==> src/rtl/regbank_pkg.sv <==
// regbank_pkg: shared sizes, FSM encoding and clear bound for the register bank
package regbank_pkg;
  localparam int NUM_REGS = 16;
  localparam int ADDR_W = 4;
  localparam logic [ADDR_W-1:0] CLR_LAST = 4'd15;
  typedef enum logic {IDLE = 1'b0, CLEAR = 1'b1} state_t;
endpackage

==> src/rtl/regbank_write_if.sv <==
// regbank_write_if: valid/ready write port (wr_valid, wr_ready, wr_addr, wr_data); master drives, slave accepts
interface regbank_write_if
  import regbank_pkg::*;
#(parameter int DATA_W = 32);
  logic wr_valid;
  logic wr_ready;
  logic [ADDR_W-1:0] wr_addr;
  logic [DATA_W-1:0] wr_data;
  modport master(output wr_valid, wr_addr, wr_data, input wr_ready);
  modport slave(input wr_valid, wr_addr, wr_data, output wr_ready);
endinterface

==> src/rtl/regbank_write_dec4_to_16.sv <==
// dec4_to_16: one-hot decoder; addr_i/en_i in, onehot_o out (all zero when en_i is low)
module dec4_to_16
  import regbank_pkg::*;
(
  input  logic [ADDR_W-1:0]   addr_i,
  input  logic                en_i,
  output logic [NUM_REGS-1:0] onehot_o
);
  assign onehot_o = en_i ? {{(NUM_REGS-1){1'b0}}, 1'b1} << addr_i : '0;
endmodule

==> src/rtl/regbank_write.sv <==
// regbank_write: 16-entry register bank write side with valid/ready port and sequential clear engine
// ports: clk, rst_n (async active-low), wr (write port slave), clr_req, busy, clr_done, q (flat register bus), written
// option: REGBANK_R0_ZERO_EN makes register 0 a constant zero
module regbank_write
  import regbank_pkg::*;
#(parameter int DATA_W = 32) (
  input  logic                       clk,
  input  logic                       rst_n,
  regbank_write_if.slave             wr,
  input  logic                       clr_req,
  output logic                       busy,
  output logic                       clr_done,
  output logic [NUM_REGS*DATA_W-1:0] q,
  output logic [NUM_REGS-1:0]        written
);
  state_t state_q, state_d;
  logic [ADDR_W-1:0] cnt_q, cnt_d;
  logic [DATA_W-1:0] regs_q [NUM_REGS];
  logic [NUM_REGS-1:0] written_q, dec_en, wr_en;
  logic [DATA_W-1:0] wdata;
  logic clr, fire;
  assign clr = state_q == CLEAR;
  assign wr.wr_ready = !clr && !clr_req;
  assign fire = wr.wr_valid && wr.wr_ready;
  assign busy = clr;
  assign clr_done = clr && cnt_q == CLR_LAST;
  // the clear engine reuses the write decoder, driving cnt as address and zero as data
  assign wdata = clr ? '0 : wr.wr_data;
  dec4_to_16 u_dec (
    .addr_i  (clr ? cnt_q : wr.wr_addr),
    .en_i    (clr || fire),
    .onehot_o(dec_en)
  );
`ifdef REGBANK_R0_ZERO_EN
  // address 0 still handshakes but never updates, so reg 0 and written[0] stay at their reset zero
  assign wr_en = dec_en & {{(NUM_REGS-1){1'b1}}, 1'b0};
`else
  assign wr_en = dec_en;
`endif
  always_comb begin
    state_d = clr ? (cnt_q == CLR_LAST ? IDLE : CLEAR) : (clr_req ? CLEAR : IDLE);
    cnt_d = clr ? cnt_q + 4'd1 : '0;
  end
  always_ff @(posedge clk or negedge rst_n)
    if (!rst_n) begin
      state_q <= IDLE;
      cnt_q <= '0;
    end else begin
      state_q <= state_d;
      cnt_q <= cnt_d;
    end
  always_ff @(posedge clk or negedge rst_n)
    if (!rst_n) begin
      regs_q <= '{default: '0};
      written_q <= '0;
    end else begin
      for (int i = 0; i < NUM_REGS; i++)
        if (wr_en[i]) begin
          regs_q[i] <= wdata;
          written_q[i] <= !clr;
        end
    end
  for (genvar i = 0; i < NUM_REGS; i++) begin : g_q
    assign q[i*DATA_W +: DATA_W] = regs_q[i];
  end
  assign written = written_q;
endmodule
==> src/flat_wrapper.sv <==
// flat-port wrapper written by rule: the top's interface ports become plain ports
module regbank_write_flat import regbank_pkg::*;
#(parameter int DATA_W = 32)
  (clk, rst_n, clr_req, busy, clr_done, q, written, wr_wr_valid, wr_wr_addr, wr_wr_data, wr_wr_ready);
  regbank_write_if #(.DATA_W(DATA_W)) wr_i ();
  input  logic clk;
  input  logic rst_n;
  input  logic clr_req;
  output logic busy;
  output logic clr_done;
  output logic [NUM_REGS*DATA_W-1:0] q;
  output logic [NUM_REGS-1:0] written;
  input wire logic [$bits(wr_i.wr_valid)-1:0] wr_wr_valid;
  input wire logic [$bits(wr_i.wr_addr)-1:0] wr_wr_addr;
  input wire logic [$bits(wr_i.wr_data)-1:0] wr_wr_data;
  output wire logic [$bits(wr_i.wr_ready)-1:0] wr_wr_ready;
  assign wr_i.wr_valid = wr_wr_valid;
  assign wr_i.wr_addr = wr_wr_addr;
  assign wr_i.wr_data = wr_wr_data;
  assign wr_wr_ready = wr_i.wr_ready;
  regbank_write #(.DATA_W(DATA_W)) u_core (.clk(clk), .rst_n(rst_n), .wr(wr_i), .clr_req(clr_req), .busy(busy), .clr_done(clr_done), .q(q), .written(written));
endmodule
==> config.mk <==
export PLATFORM = sky130hd
export DESIGN_NAME = regbank_write_flat
export DESIGN_NICKNAME = d
export VERILOG_FILES = /design/src/rtl/regbank_pkg.sv /design/src/rtl/regbank_write_if.sv /design/src/rtl/regbank_write_dec4_to_16.sv /design/src/rtl/regbank_write.sv /design/src/flat_wrapper.sv
export SDC_FILE = /design/constraint.sdc
export NUM_CORES = 1
export LEC_CHECK = 0
export CAP_MARGIN = 30
export CORE_AREA = 2 2 221 223
export CTS_BUF_LIST = sky130_fd_sc_hd__clkbuf_2
export DETAILED_ROUTE_END_ITERATION = 6
export DIE_AREA = 0 0 223 225
export PLACE_DENSITY = 0.83
export SETUP_SLACK_MARGIN = 0.2
export SLEW_MARGIN = 20
export SYNTH_ARGS = -nofsm -noshare
export SYNTH_HDL_FRONTEND = slang
export SYNTH_SLANG_ARGS = --single-unit
==> constraint.sdc <==
create_clock -name clk -period 5.64 [get_ports clk]
set_input_delay 1.128 -clock clk [delete_from_list [all_inputs] [get_ports clk]]
set_output_delay 1.128 -clock clk [all_outputs]
set_load 0.01 [all_outputs]
# Word level (Yosys, flattened, before mapping)
# Index checks and enable logic that the tools add are counted.
# totals
output_inout_bits	531
mem_bits_rw	0
latch_bits	0
input_bits	40
rom_bits	0
memories	0
regBits	533
# op_classes
muxes	7
n_div	0
eq_ne	1
mul	0
shifts	1
n_reduce_logical	6
bitwise_logic	0
add_sub_neg	1
order_cmp	0
# op_table
operator	n
$mux W32	1
$mux W16	1
$shl A1 B4 Y16 const A	1
$mux W4	2
$add A4 B1 Y4 const B	1
$eq A4 B4 Y1 const B	1
$logic_and A1 B1 Y1	3
$mux W1	3
$logic_not A1 Y1	2
$logic_or A1 B1 Y1	1

# Depth between registers and ports, before layout
# logic_depth
depth_word	5
mapped_depth	6
mapped_depth_nobuf	3

# Hierarchy
# From an unflattened synthesis, not the netlist that was laid out.
# hier_totals
hier_cells	1253
hier_area_um2	20312.0
# modules_own_cells
mod	instances	cells_per_inst	area_per_inst_um2
regbank_write	1	1230	20191.9
dec4_to_16	1	23	120.1

# Worst setup path after synthesis
# Ideal clock, no wire load.
# synth_timing
path_kind	input to register
startpoint	input port wr_wr_addr[3]
endpoint	register u_core.regs_q, in the netlist u_core.q[10]
arrival_time_ns	2.559
cell_stages	5
setup_slack_ns	2.955
required_ns	5.515
path_buffers	2
cell_sequence	or4b_4 buf_6 a22oi_4 buf_12 mux2_4
# synth_via
elab_chain_cells	3
# synth_lines
item	line	text
from (decl)	flat_wrapper.sv:14	input wire logic [$bits(wr_i.wr_addr)-1:0] wr_wr_addr;
$mux W4	regbank_write.sv:30	.addr_i (clr ? cnt_q : wr.wr_addr),
$shl A1 B4 Y16	regbank_write_dec4_to_16.sv:9	assign onehot_o = en_i ? {{(NUM_REGS-1){1'b0}}, 1'b1} << addr_i : '0;
$mux W16	regbank_write_dec4_to_16.sv:9	
to (signal, indexed assignment)	regbank_write.sv:59	regs_q[i] <= wdata;
to (decl)	regbank_write.sv:18	logic [DATA_W-1:0] regs_q [NUM_REGS];
# Every way passes these cells.
# A chain may end at the register's enable or synchronous reset.

# Worst setup path in the final report
# layout_timing
startpoint	register u_core.state_q, in the netlist u_core.busy
endpoint	output port clr_done
# layout_via
elab_chain_cells	1
# layout_lines
item	line	text
from (decl)	regbank_write.sv:16	state_t state_q, state_d;
from (signal assigned)	regbank_write.sv:49	state_q <= state_d;
$logic_and A1 B1 Y1	regbank_write.sv:26	assign clr_done = clr && cnt_q == CLR_LAST;
to (decl)	flat_wrapper.sv:10	output logic clr_done;
# Every way passes these cells.

==> out/qor.csv <==
metric;value;unit
status;completed;
min_period;4790;ps
placement_rows;80;
ys_seq_elements;533;
hold_viol;0;
reg2regPathDepth;5;
crit_start;u_core.busy;
die_area;50200;um^2
final_net_count;1961;
yosysWarnings;0;
final_cells;2639;
cts_root_buffer;clkbuf_2;
insertion_delay;1320;ps
firstDrtPassIters;4;
die_w;223;um
avgSynthCellArea;17.1;um^2
synth_flop_cell;dfrtp_1;
drv_cap;0;
top_layer_used;met4;
initial_core_util;44.8;%
rr_startpoint;u_core.busy;
cp.depth;3;
gp_congestion;0.797;
synth_top_area_share;62.6;%
startpoint_type;flop;
crit_slowest_cell;dfrtp_2;
clock-sinks;533;
core-area;47500;um^2
crit_buf_inv;2;
cts-hold-fix-buffers;1;
leakage;13.6;nW
crit_family;buffers and inverters;
synth_area_leader_cell;dfrtp_1;
yosysMostFrequentCell;dfrtp_1;
antenna_found_initial;6;
clk_pin_slew;120;ps
cts_max_level;4;
grt_pass1_vias;14978;
tightest_slew;1000;ps
hp-class;input pin to async pin;
skew;119;ps
post_drt_wl_per_cell;24.3;um
grt_overflow;0;
port_buffers;570;
grt_max_degree;149;
synthTopCellsByCount;dfrtp_1, mux2_2, mux2_4, clkbuf_1, mux2_1;
cts_buffer_depth;3;
relSlewSlack;33.3;%
drt_iter0_markers;716;
crit_arrival;3660;ps
place_hpwl;43600;um
slowest_delay;880;ps
worstSetupPathType;flop to output port;
cts_buffers;140;
setup_tns;0;ps
end_kind;output port;
rsz0062_at_grt;no;
ios;571;
wl_met2;31200;um
ctsResizeCount;0;
setup_viol;0;
vias_per_cell;5.23;
fill_cells;3506;
synth_edf_count;0;
drive_gt1_share;38.7;%
area_growth_syn_to_layout;35.5;%
syn_nets;1290;
synth_cell_types;31;
place_inst;2389;
synth_cells;1249;
critPathMaxFanout;36;
detail-route-antenna-nets;0;
worst_ir_drop_vdd;318;uV
drc;0;
cts_tree;done;
route.met3.wl;4700;um
finalCritPeriodShare;84.9;%
async_reset_ff_share;100;%
cp_cell_sequence;buf_4 > and4_1 > clkdlybuf4s50_1;
multiInputGateArea;7210;um^2
totalWireLength;64100;um
cts_setup_buffers;0;
seq_area;13300;um^2
clock.fmax;209;MHz
wl_met1;25400;um
slew_viol_final;0;
synth_area;21300;um^2
grt_pass1_wl;95700;um
ys_top_cells_by_area;dfrtp_1, mux2_2, mux2_4;
globalRouteTotalUtil;25.7;%
ys_seq_area_share;62.6;%
fp.dieH;225;um
cp_data_required_time;4510;ps
num_vias;13789;
powerDensity;566;nW/um^2
flip-flops by register name (all words and copies together), names as in the netlist:
signal          count
u_core.busy         1
u_core.cnt_q        4
u_core.written     16
u_core.q          512
logic make-up after synthesis:
logic type | synth area share, %
mux | 29.9
fa+ha+maj | 0.0587
simple gates | 2.12
flops | 62.6
xor+xnor | 0.0822
compound gates | 1.52
buf+inv | 3.77
cell type report:
class / instances / share of cell area (%)
sequential: 533 / 46.2
clock buffer: 199 / 3.45
inverter: 16 / 0.208
multi-input combinational: 607 / 25.0
clock inverter: 40 / 0.854
timing repair buffer: 622 / 21.6
antenna: 7 / 0.0607
tap: 615 / 2.67
final timing paths:
check / slack (ps) / end
worst max-delay path: 850 / clr_done
worst min-delay path: 470 / u_core.q[24]
worst max register to register: 1840 / u_core.q[96]
worst min register to register: 500 / u_core.q[218]
max in group asynchronous: 3610 / u_core.q[286]
min in group clk: 500 / u_core.q[218]
metrics by stage:
step                      hold WS (ps)  setup slack, ps  instance area [um^2]  utilization (%)  total power [W]
after floorplan                    529             2960                 21300                -          0.00945
after global placement             468             1370                 27500             57.8           0.0134
after detailed placement           474             1270                 27600             58.0           0.0137
after CTS                          268              669                 28800             60.6           0.0165
after global routing               381              611                 28900             60.7           0.0171
final                              472              853                 28900             60.7           0.0163
placed cells by master, fill, tap and decap left out, types with 2 or more instances in the layout:
cell type        synthesis  layout
nor2b_2                  0      14
clkinv_1                 0      24
inv_1                   16      16
buf_16                   0       2
buf_4                   15      40
mux2_4                 116     116
mux2_2                 361     361
nand4b_1                 4       4
clkinvlp_4               0       2
nor2b_1                 33      18
a22oi_2                  2       2
nand4bb_1                3       3
a22oi_4                 14      14
clkbuf_2                 0     199
or4b_4                   4       4
buf_6                   17       2
inv_2                    0       6
or4bb_1                  4       4
buf_12                  12       5
diode_2                  0       7
nor2_1                   2       2
clkinv_2                 0       4
mux2_1                  35      35
clkdlybuf4s50_1          0     569
dfrtp_1                533     532
mux2i_1                 16      16
buf_8                    0       3
bufinv_16                0       3
and2_1                   3       3
power by group:
group / internal, W / switching, W
Sequential: 0.00530 / 0.000938
Combinational: 0.00425 / 0.00314
Clock: 0.00108 / 0.00162
Total: 0.0106 / 0.00570
layer usage:
layer | up-vias | GRT usage, %
met5 | - | 0
met4 | 0 | 13.2
met3 | 149 | 9.20
met2 | 610 | 41.4
met1 | 7218 | 30.6
li1 | 5812 | -
Note: power is estimated with default switching activity, not from simulation.
